===== config.mk =====
export PLATFORM = sky130hd
export DESIGN_NAME = conv_loop_sequencer
export DESIGN_NICKNAME = d
export VERILOG_FILES = /design/src/rtl/conv_loop_sequencer.sv
export SDC_FILE = /design/constraint.sdc
export NUM_CORES = 1
export LEC_CHECK = 0
export CAP_MARGIN = 20
export CELL_PAD_IN_SITES_DETAIL_PLACEMENT = 0
export CELL_PAD_IN_SITES_GLOBAL_PLACEMENT = 1
export CORE_MARGIN = 5
export CORE_UTILIZATION = 40
export CTS_CLUSTER_SIZE = 10
export DETAILED_ROUTE_END_ITERATION = 10
export PLACE_DENSITY = 0.87
export SYNTH_ARGS = -nofsm -noshare
export SYNTH_HDL_FRONTEND = slang
export SYNTH_SLANG_ARGS = --single-unit

===== constraint.sdc =====
create_clock -name clk -period 10.3 [get_ports clk]
set_input_delay 2.06 -clock clk [delete_from_list [all_inputs] [get_ports clk]]
set_output_delay 2.06 -clock clk [all_outputs]
set_load 0.1 [all_outputs]

===== src/rtl/conv_loop_sequencer.sv =====
// conv_loop_sequencer: walks the six nested loops of a 2-D convolution, issuing one tap per cycle
// with signed input coordinates, a bounds-qualified MAC enable and accumulator clear/save strobes.
module conv_loop_sequencer #(
  parameter int W       = 8,
  parameter int IMG_H   = 32,
  parameter int IMG_W   = 32,
  parameter int OUT_H   = 32,
  parameter int OUT_W   = 32,
  parameter int KER_H   = 5,
  parameter int KER_W   = 5,
  parameter int IN_CH   = 3,
  parameter int OUT_CH  = 32,
  parameter int STRIDE  = 1,
  parameter int PADDING = 2
) (
  input  logic                clk,
  input  logic                reset,
  input  logic                start,
  input  logic                stall,
  output logic                busy,
  output logic                done,
  output logic [W-1:0]        och,
  output logic [W-1:0]        oy,
  output logic [W-1:0]        ox,
  output logic [W-1:0]        ky,
  output logic [W-1:0]        kx,
  output logic [W-1:0]        ich,
  output logic signed [W:0]   in_row,
  output logic signed [W:0]   in_col,
  output logic                tap_valid,
  output logic                mac_en,
  output logic                acc_clr,
  output logic                acc_save
);
  typedef enum logic [1:0] {IDLE, RUN, DONE} state_t;
  localparam logic [W-1:0] OCH_M = W'(OUT_CH - 1);
  localparam logic [W-1:0] OY_M  = W'(OUT_H - 1);
  localparam logic [W-1:0] OX_M  = W'(OUT_W - 1);
  localparam logic [W-1:0] KY_M  = W'(KER_H - 1);
  localparam logic [W-1:0] KX_M  = W'(KER_W - 1);
  localparam logic [W-1:0] ICH_M = W'(IN_CH - 1);
  localparam logic signed [W+1:0] STR = (W+2)'(STRIDE);
  localparam logic signed [W+1:0] PAD = (W+2)'(PADDING);
  localparam logic signed [W+1:0] IH  = (W+2)'(IMG_H);
  localparam logic signed [W+1:0] IW  = (W+2)'(IMG_W);
  state_t state_q, state_d;
  logic [W-1:0] och_q, och_d, oy_q, oy_d, ox_q, ox_d, ky_q, ky_d, kx_q, kx_d, ich_q, ich_d;
  logic ich_l, kx_l, ky_l, ox_l, oy_l, och_l, last;
  logic signed [W+1:0] row_full, col_full;
  function automatic logic [W-1:0] step(input logic [W-1:0] v, input logic wrap, input logic en);
    return en ? (wrap ? '0 : v + W'(1)) : v;
  endfunction
  always_comb begin
    tap_valid = (state_q == RUN) & ~stall;
    ich_l = ich_q == ICH_M;
    kx_l  = kx_q == KX_M;
    ky_l  = ky_q == KY_M;
    ox_l  = ox_q == OX_M;
    oy_l  = oy_q == OY_M;
    och_l = och_q == OCH_M;
    last  = ich_l & kx_l & ky_l & ox_l & oy_l & och_l;
    ich_d = step(ich_q, ich_l, tap_valid);
    kx_d  = step(kx_q, kx_l, tap_valid & ich_l);
    ky_d  = step(ky_q, ky_l, tap_valid & ich_l & kx_l);
    ox_d  = step(ox_q, ox_l, tap_valid & ich_l & kx_l & ky_l);
    oy_d  = step(oy_q, oy_l, tap_valid & ich_l & kx_l & ky_l & ox_l);
    och_d = step(och_q, och_l, tap_valid & ich_l & kx_l & ky_l & ox_l & oy_l);
    state_d = state_q == IDLE ? (start ? RUN : IDLE) :
              state_q == RUN  ? (tap_valid & last ? DONE : RUN) : IDLE;
    row_full = STR * $signed({2'b00, oy_q}) + $signed({2'b00, ky_q}) - PAD;
    col_full = STR * $signed({2'b00, ox_q}) + $signed({2'b00, kx_q}) - PAD;
    mac_en   = tap_valid & ~row_full[W+1] & (row_full < IH) & ~col_full[W+1] & (col_full < IW);
    acc_clr  = tap_valid & (ky_q == '0) & (kx_q == '0) & (ich_q == '0);
    acc_save = tap_valid & ky_l & kx_l & ich_l;
  end
  always_ff @(posedge clk) begin
    if (reset) begin
      state_q <= IDLE;
      och_q <= '0;
      oy_q  <= '0;
      ox_q  <= '0;
      ky_q  <= '0;
      kx_q  <= '0;
      ich_q <= '0;
    end else begin
      state_q <= state_d;
      och_q <= och_d;
      oy_q  <= oy_d;
      ox_q  <= ox_d;
      ky_q  <= ky_d;
      kx_q  <= kx_d;
      ich_q <= ich_d;
    end
  end
  assign busy   = state_q == RUN;
  assign done   = state_q == DONE;
  assign och    = och_q;
  assign oy     = oy_q;
  assign ox     = ox_q;
  assign ky     = ky_q;
  assign kx     = kx_q;
  assign ich    = ich_q;
  assign in_row = row_full[W:0];
  assign in_col = col_full[W:0];
endmodule


Yosys cells after proc, flatten, opt, wreduce, memory -nomap -nowiden. Index checks and enable logic that the tools add are counted.

Word-level logic and storage cells: 66. Bits in registers: 50. Output and inout port bits: 72. Input port bits: 4.

Equal/unequal tests: 8. Bitwise gates (word level): 25. Add/subtract/negate cells: 10. $lt $le $gt $ge: 2. Reduce and logical (&&, ||, !) cells: 4. Muxes and demuxes: 10.

Operators by type and width (count): 8-bit by 1-bit adder with 8-bit output (second input constant) (6); 8-bit 2-to-1 mux (6); 8-bit by 5-bit == test with 1-bit output (second input constant) (3); 8-bit logical NOT (3); 1-bit AND (22); 10-bit by 7-bit < comparator with 1-bit output (second input constant) (2); 9-bit by 2-bit subtractor with 10-bit output (second input constant) (2); 8-bit by 8-bit adder with 9-bit output (2); 8-bit by 3-bit == test with 1-bit output (second input constant) (2); 8-bit by 2-bit == test with 1-bit output (second input constant) (1); 2-bit 2-to-1 mux (3); 1-bit NOT (3); 2-bit by 1-bit == test with 1-bit output (second input constant) (1); 2-bit == test (second input constant) (1); 2-bit logical NOT (1); 1-bit 2-to-1 mux (1).

Logic depth before layout (Yosys ltp). Gate-level depths: netlist of the first run.

Depth in word-level cells: 10. Gate-level depth with buffers: 11. Mapped depth without buffers: 11.

Least setup slack after synthesis of the first run. No wires, ideal clock.

Path kind: reg-to-output. Start point: reg kx_q[2] (netlist: kx[2]). End point: out mac_en. Cell stages (with the launch flop): 11. Required time: 8.240 ns. Arrival time: 5.986 ns. Path slack: 2.254 ns. Path buffers: 0. Path through: dfxtp_1 -> inv_1 -> ha_1 -> inv_1 -> ha_1 -> a21oi_1 -> o2111ai_1 -> o31ai_1 -> xnor2_1 -> or4b_2 -> nor3_1.

Elaborated cells between the ends (all ways): 6. Classes of those cells: 2 x add/sub; 1 x order compare; 3 x bitwise.

RTL lines: from (decl) (line 47) `logic [W-1:0] och_q, och_d, oy_q, oy_d, ox_q, ox_d, ky_q, ky_d, kx_q, kx_d, ich_q, ich_d;`; from (signal assigned) (line 91) `kx_q <= kx_d;`; 8-bit by 8-bit adder with 9-bit output (line 71) `col_full = STR * $signed({2'b00, ox_q}) + $signed({2'b00, kx_q}) - PAD;`; 9-bit by 2-bit subtractor with 10-bit output (line 71); named net in_col[8] (line 29) `output logic signed [W:0] in_col,`; 10-bit by 7-bit < comparator with 1-bit output (line 72) `mac_en = tap_valid & ~row_full[W+1] & (row_full < IH) & ~col_full[W+1] & (col_full < IW);`; 1-bit AND (line 72); to (decl) (line 31) `output logic mac_en,`.

The timed path passes the listed nets, and every way through them passes these cells.

Final worst setup path of the first run.
Start point: in stall. End point: out acc_save.

Longest elaborated chain between the ends: 5.

RTL lines: from (decl) (line 19) `input logic stall,`; 1-bit NOT (line 54) `tap_valid = (state_q == RUN) & ~stall;`; 1-bit AND (line 54); 1-bit AND (3 in series) (line 74) `acc_save = tap_valid & ky_l & kx_l & ich_l;`; to (decl) (line 33) `output logic acc_save`.

No other way between the ends.

==> results of run 1 <==
## worst min-delay path: stages (launching register included)
cell and delay [ns]:
dfxtp_1 0.34, o21ai_0 0.07, a21oi_1 0.06
## layout by cell type, fill, tap and decap left out, types with 3 or more instances in the layout
cell type        netlist  final
a21o_1                 3      3
clkdlybuf4s50_1        0     75
ha_1                  40     40
dfxtp_1               50     50
nor2_1                36     36
nand3_1               14     14
inv_1                 63     63
and3_1                 5      5
or3_1                  7      7
xor2_1                10     10
nor4_1                 9      9
clkbuf_8               0      8
or4_1                  4      4
mux2i_1                4      4
or2_2                  3      3
o21ai_0               12     12
buf_4                  0      4
nand4_1               14     14
nand2_1               25     25
nor2b_1                5      5
nor3_1                22     22
a21oi_1               23     23
nor4_4                 3      3
xnor2_1               34     34
## metrics by stage
step | hold slack [ns] | power, uW | cells | util [%]
2_1_floorplan | 0.4895 | 214.3 | 413 | -
3_3_place_gp | 0.4888 | 220.2 | 587 | 51.39
3_5_place_dp | 0.4972 | 220.3 | 587 | 51.39
4_1_cts | 0.5135 | 351.9 | 595 | 52.73
5_1_grt | 0.5412 | 362.7 | 595 | 52.73
6_report | 0.5110 | 347.8 | 595 | 52.73
## final timing paths
| kind | start | to | cells after the start |
|---|---|---|---|
| max reg2reg | state_q[0]$_SDFF_PP0_ | och[7]$_SDFFE_PP0P_ | 6 |
| max | stall | acc_save | 5 |
| min | och[4]$_SDFFE_PP0P_ | och[4]$_SDFFE_PP0P_ | 2 |
| min reg2reg | och[4]$_SDFFE_PP0P_ | och[4]$_SDFFE_PP0P_ | 2 |
## where the power goes
group          internal, uW  switching (uW)  total, uW
Combinational          5.41            15.5       20.9
Clock                  67.9            64.2        132
Sequential              194           0.972        195
Total                   267            80.7        348
## sequential cells by signal, summed over array words and instances, names as in the netlist
signal,flops
ich,8
ox,8
oy,8
state_q,2
kx,8
och,8
ky,8
## cell type report
| class | count | area [sq um] | area share (%) |
|---|---|---|---|
| inverters | 63 | 236.5 | 5.458 |
| clock buffers | 8 | 110.1 | 2.541 |
| well taps | 105 | 131.4 | 3.032 |
| flip-flops and latches | 50 | 1001 | 23.10 |
| repair buffers | 79 | 780.7 | 18.02 |
| multi-input cells | 290 | 2073 | 47.85 |
## metal layers
| metal | vias up | part of all wire, % | wire length, um |
|---|---|---|---|
| met5 | - | 0 | 0 |
| met4 | 0 | 0.92 | 77 |
| met3 | 7 | 6.0 | 501 |
| met2 | 61 | 47 | 3893 |
| met1 | 1405 | 46 | 3881 |
| li1 | 1547 | - | - |
## cells by family after synthesis
| logic type | share of synthesized area [%] |
|---|---|
| adders and majority gates | 16.10 |
| muxes | 1.193 |
| xor gates and xnor gates | 11.48 |
| DFF | 29.82 |
| and+or+nand+nor | 25.49 |
| buffers and inverters | 8.423 |
| AOI/OAI and AO/OA | 7.492 |
==> flow_metrics.tcl, run 1 <==
set metrics [dict create \
    outcome "complete, no violations" \
    critPathKind "primary input to output pin" \
    initial_core_util_pct 40.86 \
    start_kind "primary input" \
    yosysSeqAreaShare_pct 29.82 \
    cts_resized 0 \
    diodes 0 \
    critPathMostFrequentCell "clkdlybuf4s50_1" \
    cpPeakStageDelay_ns 1.19 \
    numCtsBuffers 5 \
    fmax_mhz 145.9 \
    grt_pass1_vias 2957 \
    first_iter_violations 115 \
    grtUsageTotal_pct 16.69 \
    cts_hold_buf 0 \
    synth_top_area_cell "dfxtp_1" \
    crit_chain "clkdlybuf4s50_1 > nor3b_4 > nand3_2 > nor4_4 > clkdlybuf4s50_1" \
    grt_max_degree 36 \
    vias 3020 \
    async_reset_ff_share_pct 0 \
    synth_cell_types 37 \
    io_buffers 75 \
    ys_ff_latch 50 \
    drv_cap 0 \
    syn_to_final_growth_pct 29.07 \
    synth_top_cells_by_area "dfxtp_1, ha_1, xnor2_1" \
    relSlewSlack_pct 31.89 \
    use_met1_pct 21.46 \
    nNetsFinal 535 \
    ios 76 \
    synth-main-ff-cell "dfxtp_1" \
    finClkSkew_ns 0.005673 \
    clk_pin_slew_worst_paths_ns 0.09 \
    avgRoutedWirePerCell_um 14.04 \
    final-setup-viol-count 0 \
    synth_most_common_cell "inv_1" \
    grt_use_met3_pct 4.545 \
    worst_path_max_delay_cell "clkdlybuf4s50_1" \
    die_width_um 101.6 \
    placed_area_sq_mm 0.004223 \
    drcViolationCount 0 \
    drtPass1Iterations 4 \
    finalCritPeriodShare_pct 66.54 \
    cp.required_ns 8.24 \
    top_usage_layer "met2" \
    dp_hpwl_um 6602 \
    crit_buf_inv 2 \
    grt_first_pass_wirelength_um 13920 \
    hold_path_class "register to register" \
    cp.arrival_ns 4.79 \
    leakage_uw 0.001681 \
    synth_edf_count 0 \
    die_y_um 101.6 \
    drive_gt1_share_pct 4.490 \
    fin_area_sq_mm 0.004333 \
    synth_fp_nets 459 \
    fill_cells 791 \
    post_cts_buffers 0 \
    drtAntennaViolNets 0 \
    endpoint_kind "output pin" \
    setup_tns_ns 0 \
    yosysTopAreaCellShare_pct 29.82 \
    grt_util_met2_pct 27.72 \
    hold_viol 0 \
    htreeDepth 2 \
    place_ws_ns 3.419 \
    via_per_inst 5.076 \
    powerDensity_mw_per_mm2 80.27 \
    cp_top_family "buffers and inverters" \
    period_needed_ns 6.854 \
    rows 33 \
    antenna_found_initial 0 \
    die-area_sq_mm 0.01032 \
    yosys_warnings 0 \
    cts_sinks 50 \
    max-clock-path-buffers 2 \
    wirelength_um 8353 \
    synthTopCellsByCount "inv_1, dfxtp_1, ha_1" \
    cts_root_buf "clkbuf_8" \
    overflow 0 \
    synth_cells 413 \
    core_area_sq_mm 0.008217 \
    ir_drop_mv 0.07189 \
    place.gp.congestion 0.8380 \
    worst-path-max-fanout 10 \
    clock_latency_ns 0.30 \
    rrSetupSlack_ns 7.54 \
    avgSynthCellArea_sq_um 8.128 \
    slew_violations 0 \
    cts_tree "yes" \
    rsz0062_at_grt "false" \
    synth_area_sq_mm 0.003357 \
    worstMarginPinSlew_ns 1.019 \
    final.setup.worst_slack_ns 3.446 \
]
No activity file was read; power rests on OpenSTA's default activity.
==> run 2: changes to the inputs <==
--- a/config.mk
+++ b/config.mk
@@ -9,10 +9,10 @@
 export CELL_PAD_IN_SITES_DETAIL_PLACEMENT = 0
 export CELL_PAD_IN_SITES_GLOBAL_PLACEMENT = 1
 export CORE_MARGIN = 5
-export CORE_UTILIZATION = 40
+export CORE_UTILIZATION = 37
 export CTS_CLUSTER_SIZE = 10
 export DETAILED_ROUTE_END_ITERATION = 10
-export PLACE_DENSITY = 0.87
+export PLACE_DENSITY = 0.81
 export SYNTH_ARGS = -nofsm -noshare
 export SYNTH_HDL_FRONTEND = slang
 export SYNTH_SLANG_ARGS = --single-unit
==> constraint.sdc (replaced) <==
create_clock -name clk -period 6.7 [get_ports clk]
set_input_delay 1.34 -clock clk [delete_from_list [all_inputs] [get_ports clk]]
set_output_delay 1.34 -clock clk [all_outputs]
set_load 0.1 [all_outputs]
==> flow_metrics.tcl, run 2 (same netlist as run 1, synthesis figures left out) <==
set metrics [dict create \
    outcome "complete, no violations" \
    placed_area_sq_mm 0.004258 \
    clk_pin_slew_worst_paths_ns 0.09 \
    hp-start "oy[1]$_SDFFE_PP0P_" \
    crit_chain "clkdlybuf4s50_1 > nor3b_4 > nand3_2 > nor3_1 > clkdlybuf4s50_1" \
    max-clock-path-buffers 2 \
    finClkSkew_ns 0.004225 \
    rrSetupSlack_ns 4.08 \
    worstMarginPinSlew_ns 1.003 \
    critPathMostFrequentCell "clkdlybuf4s50_1" \
    cp.required_ns 5.36 \
    diodes 0 \
    vias 2959 \
    fill_cells 891 \
    die_y_um 105.3 \
    via_per_inst 4.948 \
    clock_latency_ns 0.30 \
    grt_first_pass_wirelength_um 14260 \
    setup_tns_ns 0 \
    cts_sinks 50 \
    grt_max_degree 36 \
    cts_hold_buf 0 \
    r2r-end "och[5]$_SDFFE_PP0P_" \
    p_clk_share_pct 39.2 \
    cpPeakStageDelay_ns 1.17 \
    cts_tree "yes" \
    comb_power_share_pct 5.7 \
    drcViolationCount 0 \
    dp_hpwl_um 6478 \
    regToRegStartpoint "state_q[0]$_SDFF_PP0_" \
    crit_path_start "stall" \
    numCtsBuffers 5 \
    leakage_uw 0.001696 \
    worst-path-max-fanout 10 \
    place.gp.congestion 0.7748 \
    powerDensity_mw_per_mm2 124.4 \
    drive_gt1_share_pct 9.592 \
    slew_violations 0 \
    min_path_cells 2 \
    io_buffers 75 \
    cts_resized 0 \
    relSlewSlack_pct 32.91 \
    grt_pass1_vias 2989 \
    die-area_sq_mm 0.01108 \
    start_kind "primary input" \
    avgRoutedWirePerCell_um 13.93 \
    hold_viol 0 \
    final-setup-viol-count 0 \
    antenna_found_initial 0 \
    core_area_sq_mm 0.008763 \
    htreeDepth 2 \
    initial_core_util_pct 38.31 \
    endpoint_kind "output pin" \
    period_needed_ns 5.155 \
    drv_cap 0 \
    first_iter_violations 87 \
    grtUsageTotal_pct 15.38 \
    final_cell_mix "clkdlybuf4s50_1, inv_1, ha_1, nor2_1, xnor2_1" \
    holdPathEnd "oy[1]$_SDFFE_PP0P_" \
    ir_drop_mv 0.07871 \
    cts_root_buf "clkbuf_8" \
    drtAntennaViolNets 0 \
    worst_path_max_delay_cell "clkdlybuf4s50_1" \
    rows 34 \
    power_frac_seq_pct 55.1 \
    reg2reg_depth 6 \
    cp.arrival_ns 3.82 \
    ios 76 \
    nNetsFinal 535 \
    fin_area_sq_mm 0.004368 \
    sw_frac_of_total_pct 23.18 \
    switchingPower_uw 126.0 \
    wirelength_um 8331 \
    overflow 0 \
    internal_power_uw 417.5 \
    drtPass1Iterations 4 \
    syn_to_final_growth_pct 30.12 \
    rsz0062_at_grt "false" \
    fmax_mhz 194.0 \
    die_width_um 105.3 \
    critPathKind "primary input to output pin" \
    finalCritPeriodShare_pct 76.94 \
    hold_path_class "register to register" \
    final_common_cell "clkdlybuf4s50_1" \
    post_cts_buffers 0 \
]
[run 2: layer usage]
metal | GRT usage [%] | routed length [um] | vias to the layer above
met5 | 0 | 0 | -
met4 | 4.110 | 58 | 0
met3 | 3.301 | 408 | 4
met2 | 26.94 | 4064 | 53
met1 | 19.02 | 3800 | 1357
li1 | - | - | 1545
[run 2: power by group through the flow]
| stage | sequential (uW) | clock, uW | combinational (uW) |
|---|---|---|---|
| after detailed placement | 306 | 0 | 31.4 |
| after global placement | 306 | 0 | 31.3 |
| after CTS | 299 | 224 | 31.5 |
| after global routing | 300 | 234 | 32.7 |
| final | 299 | 213 | 31.1 |
| after floorplan | 311 | 0 | 18.4 |
[run 2: worst max-delay path by stage]
stage / to / depth (start not counted)
after floorplan: mac_en / 10
after detailed placement: acc_clr / 5
after global placement: acc_clr / 5
after CTS: acc_clr / 5
after global routing: in_col[7] / 10
final: acc_clr / 5
[run 2: stage by stage]
step                      util, %  setup WS (ns)  instances  hold slack, ns  total power, uW
final                       49.84          1.545        598          0.4961            543.5
after global routing        49.84          1.407        598          0.5217            566.9
after CTS                   49.84          1.516        598          0.4995            554.9
after detailed placement    48.59          1.517        590          0.4789            337.8
after global placement      48.59          1.551        590          0.4732            337.6
after floorplan                 -      0.0005516        413          0.4895            329.3
[run 2: layout make-up]
cell class / count / area (sq um) / share of cell area, %
clock inverters: 2 / 37.54 / 0.8594
multi-input cells: 290 / 2081 / 47.64
inverters: 63 / 236.5 / 5.414
well taps: 108 / 135.1 / 3.094
clock buffers: 6 / 72.57 / 1.661
flip-flops and latches: 50 / 1030 / 23.57
repair buffers: 79 / 775.7 / 17.76
[run 2: worst max-delay path: cells and delay by family]
kind / cells / cell delay [ns]
buffers and inverters: 2 / 1.61
AND/OR/NAND/NOR: 3 / 0.86
